[config.mk]
export PLATFORM = sky130hd
export DESIGN_NAME = inst_fetch_unit
export DESIGN_NICKNAME = d
export VERILOG_FILES = /design/src/rtl/inst_fetch_unit_pkg.sv /design/src/rtl/inst_fetch_unit_queue.sv /design/src/rtl/inst_fetch_unit.sv
export SDC_FILE = /design/constraint.sdc
export NUM_CORES = 1
export LEC_CHECK = 0
export ABC_AREA = 1
export CORE_UTILIZATION = 45
export CTS_BUF_LIST = sky130_fd_sc_hd__clkbuf_8
export DETAILED_ROUTE_END_ITERATION = 10
export DONT_BUFFER_PORTS = 1
export PLACE_DENSITY = 0.68
export SYNTH_ARGS = -nofsm -noshare
export SYNTH_HDL_FRONTEND = slang
export SYNTH_SLANG_ARGS = --single-unit
[constraint.sdc]
create_clock -name clk -period 6.9 [get_ports clk]
set_input_delay 1.035 -clock clk [delete_from_list [all_inputs] [get_ports clk]]
set_output_delay 1.035 -clock clk [all_outputs]
set_load 0.02 [all_outputs]
[src/rtl/inst_fetch_unit_pkg.sv]
// Shared defaults, pointer-width helper and FSM encoding for the instruction
// fetch unit and its fetch queue.
package inst_fetch_unit_pkg;

  localparam int FQ_DEPTH_DEF = 8;

  typedef enum logic [1:0] {
    FETCH_RUN   = 2'd0,
    FETCH_HOLD  = 2'd1,
    FETCH_FLUSH = 2'd2
  } fetch_state_e;

  function automatic int ptr_width(input int depth);
    return $clog2(depth);
  endfunction

endpackage

[src/rtl/inst_fetch_unit_queue.sv]
// In-order circular fetch queue of {pc, inst} entries: paired push, 0/1/2 pop,
// synchronous clear, and head/head+1 presented with valid flags.
module fetch_queue
  import inst_fetch_unit_pkg::*;
#(
  parameter int DATA_W = 32,
  parameter int DEPTH  = FQ_DEPTH_DEF
) (
  input  logic                     clk,
  input  logic                     rst,
  input  logic                     clear_i,
  input  logic                     push_i,
  input  logic [DATA_W-1:0]        push_pc1_i,
  input  logic [DATA_W-1:0]        push_inst1_i,
  input  logic [DATA_W-1:0]        push_pc2_i,
  input  logic [DATA_W-1:0]        push_inst2_i,
  input  logic [1:0]               pop_i,
  output logic [$clog2(DEPTH):0]   count_o,
  output logic                     head_valid1_o,
  output logic                     head_valid2_o,
  output logic [DATA_W-1:0]        head_pc1_o,
  output logic [DATA_W-1:0]        head_inst1_o,
  output logic [DATA_W-1:0]        head_pc2_o,
  output logic [DATA_W-1:0]        head_inst2_o
);

  localparam int PTR_W = ptr_width(DEPTH);
  localparam int CNT_W = PTR_W + 1;

  logic [DATA_W-1:0] pc_mem_q   [DEPTH];
  logic [DATA_W-1:0] inst_mem_q [DEPTH];

  logic [PTR_W-1:0] wr_ptr_q, wr_ptr_d;
  logic [PTR_W-1:0] rd_ptr_q, rd_ptr_d;
  logic [PTR_W-1:0] wr_ptr_nxt, rd_ptr_nxt;
  logic [CNT_W-1:0] count_q, count_d;

  // Pointers are exactly PTR_W bits wide, so wrap modulo DEPTH is free.
  always_comb begin
    wr_ptr_nxt = wr_ptr_q + PTR_W'(1);
    rd_ptr_nxt = rd_ptr_q + PTR_W'(1);
    wr_ptr_d   = wr_ptr_q;
    rd_ptr_d   = rd_ptr_q;
    count_d    = count_q;
    if (clear_i) begin
      wr_ptr_d = '0;
      rd_ptr_d = '0;
      count_d  = '0;
    end else begin
      if (push_i) begin
        wr_ptr_d = wr_ptr_q + PTR_W'(2);
      end
      rd_ptr_d = rd_ptr_q + PTR_W'(pop_i);
      count_d  = count_q + (push_i ? CNT_W'(2) : CNT_W'(0)) - CNT_W'(pop_i);
    end
  end

  always_ff @(posedge clk or posedge rst) begin
    if (rst) begin
      wr_ptr_q <= '0;
      rd_ptr_q <= '0;
      count_q  <= '0;
    end else begin
      wr_ptr_q <= wr_ptr_d;
      rd_ptr_q <= rd_ptr_d;
      count_q  <= count_d;
    end
  end

  always_ff @(posedge clk) begin
    if (push_i && !clear_i) begin
      pc_mem_q[wr_ptr_q]     <= push_pc1_i;
      inst_mem_q[wr_ptr_q]   <= push_inst1_i;
      pc_mem_q[wr_ptr_nxt]   <= push_pc2_i;
      inst_mem_q[wr_ptr_nxt] <= push_inst2_i;
    end
  end

  // Invalid slots read as zero so stale storage never leaks to decode.
  assign count_o       = count_q;
  assign head_valid1_o = (count_q != '0);
  assign head_valid2_o = (count_q > CNT_W'(1));
  assign head_pc1_o    = head_valid1_o ? pc_mem_q[rd_ptr_q]     : '0;
  assign head_inst1_o  = head_valid1_o ? inst_mem_q[rd_ptr_q]   : '0;
  assign head_pc2_o    = head_valid2_o ? pc_mem_q[rd_ptr_nxt]   : '0;
  assign head_inst2_o  = head_valid2_o ? inst_mem_q[rd_ptr_nxt] : '0;

  a_no_overflow: assert property (@(posedge clk) disable iff (rst)
    (push_i && !clear_i) |-> (count_q <= CNT_W'(DEPTH - 2)));

endmodule

[src/rtl/inst_fetch_unit.sv]
// Two-wide instruction fetch: owns the fetch PC, drives the instruction-memory
// request and feeds decode from the fetch queue; redirects flush and refetch.
module inst_fetch_unit
  import inst_fetch_unit_pkg::*;
#(
  parameter int                DATA_W   = 32,
  parameter int                FQ_DEPTH = FQ_DEPTH_DEF,
  parameter logic [DATA_W-1:0] RESET_PC = '0
) (
  input  logic              clk,
  input  logic              rst,
  output logic [DATA_W-1:0] inst_address,
  output logic              InstMem_Read,
  input  logic              InstMem_Ready,
  input  logic [DATA_W-1:0] inst1_in,
  input  logic [DATA_W-1:0] inst2_in,
  output logic              dec_valid1,
  output logic              dec_valid2,
  output logic [DATA_W-1:0] dec_inst1,
  output logic [DATA_W-1:0] dec_inst2,
  output logic [DATA_W-1:0] dec_pc1,
  output logic [DATA_W-1:0] dec_pc2,
  input  logic [1:0]        dec_accept,
  input  logic              redirect_valid,
  input  logic [DATA_W-1:0] redirect_pc
);

  localparam int CNT_W = $clog2(FQ_DEPTH) + 1;

  fetch_state_e      state_q, state_d;
  logic [DATA_W-1:0] pc_q, pc_d;
  logic [CNT_W-1:0]  fq_count;
  logic [CNT_W-1:0]  free;
  logic              read_req;
  logic              transfer;
  logic              fq_push;
  logic [1:0]        fq_pop;
  logic [1:0]        valid_cnt;

  // Free space is taken before this cycle's pop, so the request is conservative.
  assign free     = CNT_W'(FQ_DEPTH) - fq_count;
  assign transfer = read_req && InstMem_Ready;
  assign fq_push  = transfer && !redirect_valid;
  assign fq_pop   = redirect_valid ? 2'b00 : dec_accept;

  always_ff @(posedge clk or posedge rst) begin
    if (rst) begin
      state_q <= FETCH_RUN;
      pc_q    <= RESET_PC;
    end else begin
      state_q <= state_d;
      pc_q    <= pc_d;
    end
  end

  always_comb begin
    state_d = state_q;
    pc_d    = pc_q;
    if (redirect_valid) begin
      state_d = FETCH_FLUSH;
      pc_d    = redirect_pc & ~DATA_W'(3);
    end else begin
      case (state_q)
        FETCH_RUN: begin
          if (read_req && !InstMem_Ready) begin
            state_d = FETCH_HOLD;
          end else if (transfer) begin
            pc_d = pc_q + DATA_W'(8);
          end
        end
        FETCH_HOLD: begin
          if (InstMem_Ready) begin
            state_d = FETCH_RUN;
            pc_d    = pc_q + DATA_W'(8);
          end
        end
        FETCH_FLUSH: state_d = FETCH_RUN;
        default:     state_d = FETCH_RUN;
      endcase
    end
  end

  // Request depends only on registered state; HOLD keeps it up until Ready.
  always_comb begin
    read_req = 1'b0;
    case (state_q)
      FETCH_RUN:   read_req = (free >= CNT_W'(2));
      FETCH_HOLD:  read_req = 1'b1;
      FETCH_FLUSH: read_req = 1'b0;
      default:     read_req = 1'b0;
    endcase
  end

  assign InstMem_Read = read_req & ~rst;
  assign inst_address = pc_q;

  fetch_queue #(
    .DATA_W (DATA_W),
    .DEPTH  (FQ_DEPTH)
  ) u_fetch_queue (
    .clk           (clk),
    .rst           (rst),
    .clear_i       (redirect_valid),
    .push_i        (fq_push),
    .push_pc1_i    (pc_q),
    .push_inst1_i  (inst1_in),
    .push_pc2_i    (pc_q + DATA_W'(4)),
    .push_inst2_i  (inst2_in),
    .pop_i         (fq_pop),
    .count_o       (fq_count),
    .head_valid1_o (dec_valid1),
    .head_valid2_o (dec_valid2),
    .head_pc1_o    (dec_pc1),
    .head_inst1_o  (dec_inst1),
    .head_pc2_o    (dec_pc2),
    .head_inst2_o  (dec_inst2)
  );

  assign valid_cnt = {1'b0, dec_valid1} + {1'b0, dec_valid2};

  a_accept_legal: assert property (@(posedge clk) disable iff (rst)
    !redirect_valid |-> (dec_accept <= valid_cnt));

  a_valid_order: assert property (@(posedge clk) disable iff (rst)
    dec_valid2 |-> dec_valid1);

endmodule

==> results of run 1 <==
## worst max-delay path by stage
stage / cells after the start / startpoint / slack (ns) / endpoint
after floorplan: 3 / redirect_valid / 2.42 / u_fetch_queue.inst_mem_q[0][0]
after global placement: 6 / u_fetch_queue.rd_ptr_q[0] / 2.28 / dec_pc2[31]
after detailed placement: 6 / u_fetch_queue.rd_ptr_q[0] / 2.19 / dec_pc2[31]
after CTS: 6 / u_fetch_queue.rd_ptr_q[0] / 1.43 / dec_pc2[31]
after global routing: 6 / u_fetch_queue.rd_ptr_q[0] / 1.04 / dec_inst2[7]
final: 6 / u_fetch_queue.rd_ptr_q[0] / 1.33 / dec_inst1[7]
## power groups by stage
| stage | clock network [mW] | logic [mW] | registers (mW) |
|---|---|---|---|
| after floorplan | 0 | 2.06 | 3.95 |
| after global placement | 0 | 2.60 | 4.14 |
| after detailed placement | 0 | 2.64 | 4.14 |
| after CTS | 2.81 | 2.64 | 4.07 |
| after global routing | 2.95 | 2.90 | 4.10 |
| final | 2.77 | 2.66 | 4.08 |
## cells in the final DEF (no fill, tap or decap), drive strengths merged
master	count
a211oi	1
a21oi	255
a22oi	1
a31oi	1
and2	1
buf	39
bufinv	5
clkbuf	94
clkinv	33
clkinvlp	6
conb	6
dfrtp	41
diode	4
edfxtp	496
fa	3
ha	16
inv	220
nand2	1202
nand3	51
nand4	3
nor2	504
nor3b	1
o211ai	62
o21ai	706
o21bai	2
o32ai	1
or2	9
or3	1
xnor2	3
xor2	27
## per-stage QoR
step | hold WS [ns] | total power [mW]
floorplan | 0.498 | 6.01
global placement | 0.557 | 6.74
detailed placement | 0.590 | 6.78
CTS | 0.303 | 9.53
global route | 0.327 | 9.96
finish | 0.350 | 9.51
## worst max-delay path, delay by kind of cell, from the launching register on
| family | cells | cell delay (ns) |
|---|---|---|
| buffers and inverters | 2 | 1.87 |
| DFF | 1 | 0.83 |
| AOI/OAI and AO/OA | 3 | 0.48 |
| and+or+nand+nor | 1 | 0.47 |
## layer usage
layer / GRT usage (%) / part of all wire, %
met2: 42.9 / 47
met4: 9.54 / 2.7
met1: 34.6 / 40
met3: 6.07 / 10
met5: 0 / 0
## cell families (layout without fill, tap and decap cells)
group,Yosys count,after routing
simple gates,1772,1772
compound gates,1029,1029
buf+inv,555,397
flops,537,537
xor+xnor,30,30
fa+ha+maj,19,19
other cells,1,10
## area by class of cell
type / count / area share (%)
inverter: 195 / 2.29
tap: 873 / 3.35
antenna: 4 / 0.0307
timing repair buffer: 39 / 1.01
clock inverter: 69 / 1.33
multi-input combinational: 2856 / 39.1
sequential: 537 / 48.9
clock buffer: 94 / 3.97
## flip-flops by register name (all words and copies together), names as in the netlist
register                  count
u_fetch_queue.wr_ptr_q        2
u_fetch_queue.rd_ptr_q        3
inst_address                 30
u_fetch_queue.inst_mem_q    256
state_q                       2
u_fetch_queue.pc_mem_q      240
u_fetch_queue.count_o         4
==> flow_results.org, run 1 <==
** Floorplanning
- Boundary Pins :: 265
- Die Area :: 69600 sq um
- Die X :: 264 microns
- The initial utilization of the core area, before any placement, comes to 45.7%.
- In this run the standard cell core region covers 67500 sq um.
- From bottom edge to top edge, the die measures 264 microns.
- The floorplan has 95 rows.

** Layout
- After the flow finishes, the layout carries non-filler instances totaling 4667.
- Signed area change from the synthesized netlist to the final layout :: 5.61%
- Cells fill 48.3% of the core in the end.
- The sequential cells in the finished layout cover a total of 15900 sq um.
- The multi-input combinational cells in the finished layout cover a total of 12800 sq um.
- Counting the fill cells in the layout gives 6326.
- The finished cells cover 32600 sq um.
- Of the cells placed in the final design, the portion with a size suffix greater than 1 is 4.99%.
- # nets final :: 3842

** Synth
- Most instantiated library cell after synthesis :: sky130_fd_sc_hd__nand2_1
- Number of enable-type register cells in the synthesized netlist :: 496
- Parity-gate share of the synthesized area counting xor and xnor cells :: 0.851%
- Of the total synthesized cell area, the portion taken by full adders, half adders and majority gates is 0.843%.
- Yosys reg bits :: 537
- Synth top area cells :: sky130_fd_sc_hd__edfxtp_1, sky130_fd_sc_hd__nand2_1, sky130_fd_sc_hd__o21ai_0
- By count the netlist is led by sky130_fd_sc_hd__nand2_1, sky130_fd_sc_hd__o21ai_0, sky130_fd_sc_hd__nor2_1, sky130_fd_sc_hd__edfxtp_1, sky130_fd_sc_hd__a21oi_1.
- Area share of the leading cell type in the synthesized netlist :: 48.3%
- Share of synthesized registers carrying an async set or reset :: 7.64%
- Summing the areas of all compound-gate instances in the mapped netlist gives 17.2% of the synthesized area.
- After synthesis, the largest family of logic cells by area is simple AND/OR/NAND/NOR gates.
- Share of synthesized area occupied by flip-flops and latches :: 51.6%
- The synthesized netlist occupies a cell area of 30900 sq um.
- Distinct cell type count of the synthesized netlist :: 36
- Post-synthesis cell type with the largest combined area :: sky130_fd_sc_hd__edfxtp_1
- Mux contribution to synthesized area :: 0%
- The average instance in the mapped netlist occupies 7.83 sq um.
- Synthesis produced a netlist whose cell count is 3943.
- Most used DFF post-synth :: sky130_fd_sc_hd__edfxtp_1
- Of the total synthesized cell area, the portion taken by AND, OR, NAND and NOR gates is 22.0%.
- The Yosys step of the flow raised 0 warnings.

** STA
- The final-report max-slew violation count was 0.
- Final Cycle Share :: 80.7%
- Worst slew margin relative to its limit :: 20.8%
- Min Clock Period, post-route :: 5.57 ns
- Tightest Pin Transition :: 1.19 ns
- Setup repair after global routing left no endpoint under its margin.
- Based on the critical path, the design can be clocked at up to 180 MHz.
- Final count of hold timing violations :: 0
- Skew final :: 0.0395 ns
- Final WS setup :: 1.33 ns
- Finish-stage setup viols :: 0
- Total negative slack for setup checks :: 0 ns

** Pwr
- For this design the total switching power over the nets is 3.68 mW.
- The internal power of the cells totals 5.83 mW.
- The share of total power dissipated in the clock network is 29.1%.
- Flop pwr share :: 42.9%
- Dividing total power by cell area gives a power density of 292 nW/um^2.
- Combinational logic burns 28.0% of the power.
- Sw Ratio :: 38.7%
- VDD IR-drop max :: 0.240 mV
- The analysis attributes to cell leakage a power of 13.0 nW.

** Clock tree
- Counting every sink on the clock net gives 537.
- The number of gates resized after CTS was 0.
- Counting along the longest clock path gives a buffer depth of 3.
- Deepest level of the CTS H-tree :: 3
- Clock-pin slew was measured on the worst setup and hold paths at 0.06 ns.
- TritonCTS built the clock tree.
- Hold-fix buffers at CTS :: 0
- Latest clock arrival within the worst-skew pair :: 0.69 ns
- The cell sitting at the root of the clock tree is a sky130_fd_sc_hd__clkbuf_8.
- Number of buffers created by CTS :: 92
- Buffers inserted by post-CTS timing repair :: 0

** Critical path
- In this run the register-to-register setup slack is 3.23 ns.
- Peak fanout along the critical path :: 118
- STA classifies the critical path startpoint as a flip-flop.
- Critical Path Sink Type :: output port
- CP cell instances :: buf_4, buf_4, o21ai_0, o21ai_0, a21oi_1, nor2_1
- In this run the critical register-to-register path is captured at u_fetch_queue.inst_mem_q[4][10].
- Reg2reg path depth :: 9
- The slowest stage of the critical path belongs to the cell sky130_fd_sc_hd__buf_4.
- At the worst endpoint, the arrival time is 4.53 ns.
- Required time of the critical path :: 5.86 ns
- For this run, the slowest stage of the critical path takes 0.95 ns.
- The critical path is of the reg -> out type.
- In this run the critical register-to-register path is launched from u_fetch_queue.count_o[1].

** Detailed routing
- In this run, the number of DRC markers left after iteration 0 of detailed routing was 2760.
- The first detailed-routing pass ran for 5 iterations.
- For this run, design rule violations remaining after detail routing come to 0.
- Summing over every cut layer, the via total after detailed routing is 26309.
- Vias/cell :: 5.64
- After detailed routing, the total wire length is 93.9 mm.
- The count of nets left with antenna violations once routing finished came out at 0.
- Average detailed-routed wire length per instance :: 20.1 microns

** Global route
- Pin count of the biggest net entering global routing :: 242
- The first global-routing pass estimated 140 mm of wire.
- Overflow after GRT :: 0
- Total global-route track usage :: 26.5%
- Antenna violations before repair :: 1
- Number of global-route vias before repair :: 23778

** Place
- Final Wtd Congestion :: 0.913
- Placed cell count :: 4500
- Summed over all nets, the half-perimeter wirelength after detailed placement is 51.5 mm.
- Timing analysis after detailed placement gives a worst setup slack of 2.19 ns.
- Summing all placed instances gives a cell area of 30900 sq um.
- Buffers placed on the I/O ports in this run total 0.

** Hold path
- Hold WC Path Type :: in -> async

** Flow run
- Max-cap violations in this run came to 0.

** Status
- Result of the run :: finished, final reports clean
Note: power is estimated with default switching activity, not from simulation.
==> run 2: changes to the inputs <==
==> constraint.sdc (replaced) <==
create_clock -name clk -period 5.2 [get_ports clk]
set_input_delay 0.78 -clock clk [delete_from_list [all_inputs] [get_ports clk]]
set_output_delay 0.78 -clock clk [all_outputs]
set_load 0.02 [all_outputs]
==> flow_results.org, run 2 (synthesis gave the netlist of run 1 again) <==
** Critical path
- On the critical path, the stage with the largest delay is an instance of sky130_fd_sc_hd__xnor2_2.
- Critical Path Sink Type :: output port
- The arrival time reported for the critical path endpoint is 4.00 ns (-0.53 ns).
- Traced cell by cell, the critical path runs through ha_4, xnor2_2, buf_4, a21oi_1, nor2_1.
- STA classifies the critical path startpoint as a flip-flop.
- The required time of the worst setup path is 4.42 ns (-1.44 ns).
- The setup path with the least slack is of type reg -> out.
- The setup slack on the worst flop-to-flop path was 1.88 ns (-1.35 ns).
- Stage delay of the slowest cell on the critical path :: 1.00 ns (+0.05 ns)
- Peak fanout along the critical path :: 61 (-48%)

** Hold path
- The min-delay analysis places its worst path in the category in -> async.

** Layout
- Leading cell type in the layout, fill and taps excluded :: sky130_fd_sc_hd__nand2_1
- The number of standard cells in the final layout excluding fillers is 4680 (+0.28%).
- The utilization after layout is 48.7% (+0.43 points).
- In the layout the commonest cells are sky130_fd_sc_hd__nand2_1, sky130_fd_sc_hd__o21ai_0, sky130_fd_sc_hd__nor2_1, sky130_fd_sc_hd__edfxtp_1, sky130_fd_sc_hd__a21oi_1.
- Fraction of final layout cells with drive strength greater than 1 :: 5.39% (+0.40 points)
- The number of flip-flops under the largest register name is 256 (unchanged).
- Compared with the post-synthesis result, the final layout area differs by 6.55%.
- # nets final :: 3850 (+0.21%)
- u_fetch_queue.inst_mem_q holds more flip-flops than any other register.

** Floorplanning
- Die Area :: 69600 sq um (unchanged)
- Initial core utilization :: 45.7% (unchanged)
- Boundary Pins :: 265 (unchanged)
- The horizontal die dimension is 264 microns (unchanged).
- Number of core rows :: 95 (unchanged)
- Height of the die :: 264 microns (unchanged)
- Area of the core :: 67500 sq um (unchanged)

** Place
- Placement-stage worst setup slack :: 1.21 ns (-0.982 ns)
- The routability-driven placement congestion ratio was 0.864 (-5.3%).
- Placed cell count :: 4506 (+0.13%)
- The number of buffers inserted by port buffering is 0 (unchanged).
- Placed wire-length estimate after detailed placement :: 52.7 mm (+2.3%)

** Detailed routing
- The average via count per standard cell is 5.67 (+0.52%).
- Iter 0 DRT Violations :: 2939 (+6.5%)
- Post-route DRC violation count :: 0 (unchanged)
- The detailed-route via count was 26519 (+0.80%).
- The post-detailed-route wirelength per cell was 19.9 microns (-0.89%).
- Drt pass-1 iters :: 6 (+1)
- The antenna violation net count after detailed routing was 0 (unchanged).
- Routed wire length :: 93.3 mm (-0.61%)

** Global route
- Global-route wire length before repair :: 140 mm (about the same)
- The via count of the first global-routing pass is 24177 (+1.7%).
- The total congestion overflow was 0 (unchanged).
- The initial antenna violation count is 1 (unchanged).
- Total global-route track usage :: 26.2% (-0.22 points)
- The maximum number of pins on one net before global-route repair is 202 (-17%).

** STA
- Final count of hold timing violations :: 0 (unchanged)
- Tightest Pin Transition :: 1.34 ns (+0.153 ns)
- The post-layout worst setup margin came to 0.420 ns (-0.911 ns).
- The count of final setup violators was 0 (unchanged).
- Post-route worst hold slack :: 0.115 ns (-0.235 ns)
- FMAX :: 209 MHz
- Final number of max-transition violations :: 0 (unchanged)
- The final clock skew was 0.0236 ns (-0.0159 ns).
- Final Cycle Share :: 91.9%
- RSZ-0062 raised after global routing :: no
- Total negative slack for setup checks :: 0 ns (unchanged)
- Min Clock Period, post-route :: 4.78 ns
- Worst slew margin relative to its limit :: 10.2% (-11 points)

** Clock tree
- The number of buffers created by CTS is 94 (+2.2%).
- Clock tree from TritonCTS :: yes
- Hold-fix buffers at CTS :: 0 (unchanged)
- Clock root buffer :: sky130_fd_sc_hd__clkbuf_8
- Latest clock arrival within the worst-skew pair :: 0.68 ns (about the same)
- The worst-case clock buffer depth came to 3 (unchanged).
- Buffers inserted by post-CTS timing repair :: 0 (unchanged)
- Deepest level of the CTS H-tree :: 3 (unchanged)
- Clk slew on worst S/H paths :: 0.07 ns (about the same)
- Number of cells upsized or downsized after cts :: 0 (unchanged)
- Num Clock Sinks :: 537 (unchanged)

** Pwr
- Lkg Pwr :: 13.1 nW (+0.97%)
- PwrDens :: 390 nW/um^2 (+33%)
- VDD IR-drop max :: 0.376 mV (+56%)

** Status
- The flow ran to the end, and the final reports show no timing, DRC or antenna violations.

** Flow run
- Max-capacitance violation count :: 0 (unchanged)
run 2: where the power goes:
group          internal (mW)  total [mW]  leakage, nW  switching [mW]
sequential              5.02        5.43         5.01           0.404
combinational          0.813        3.54         7.06            2.73
clock                   2.05        3.84         1.02            1.79
total                   7.88        12.8         13.1            4.93
run 2: per-stage QoR:
step           power (mW)  area, sq um
6_report             12.8        32900
5_1_grt              13.4        32900
4_1_cts              12.8        32900
3_5_place_dp         9.02        31000
3_3_place_gp         8.96        31000
2_1_floorplan        7.97        30900
run 2: layout make-up:
| type | count | area [sq um] |
|---|---|---|
| Antenna cell | 2 | 5.00 |
| Clock buffer | 98 | 1350 |
| Clock inverter | 74 | 479 |
| Fill cell | 6354 | 34600 |
| Inverter | 195 | 747 |
| Multi-Input combinational cell | 2856 | 12800 |
| Sequential cell | 537 | 15900 |
| Tap cell | 873 | 1090 |
| Timing Repair Buffer | 45 | 526 |
run 2: metal layers:
layer	wire (microns)	share of wire (%)	track usage, %
met1	37300	40	34.4
met5	0	0	0
met3	10000	11	5.61
met2	43400	46	42.5
met4	2650	2.8	9.88
run 2: worst paths after layout:
kind,start,endpoint,cells after the start
setup / recovery,u_fetch_queue.rd_ptr_q[0],dec_pc2[31],5
hold / removal,rst,inst_address[10],2
setup reg to reg,inst_address[3],u_fetch_queue.pc_mem_q[3][24],10
hold reg to reg,state_q[0],state_q[0],2
max in group asynchronous,rst,u_fetch_queue.rd_ptr_q[1],2
min in group clk,redirect_valid,state_q[1],0
run 2: critical path: cells and delay by family (launching register included):
kind / cells / cell delay [ns]
xor gates and xnor gates: 1 / 1.00
adders and majority gates: 1 / 0.30
DFF: 1 / 0.74
AOI/OAI and AO/OA: 1 / 0.09
and+or+nand+nor: 1 / 0.54
buffers and inverters: 1 / 0.61
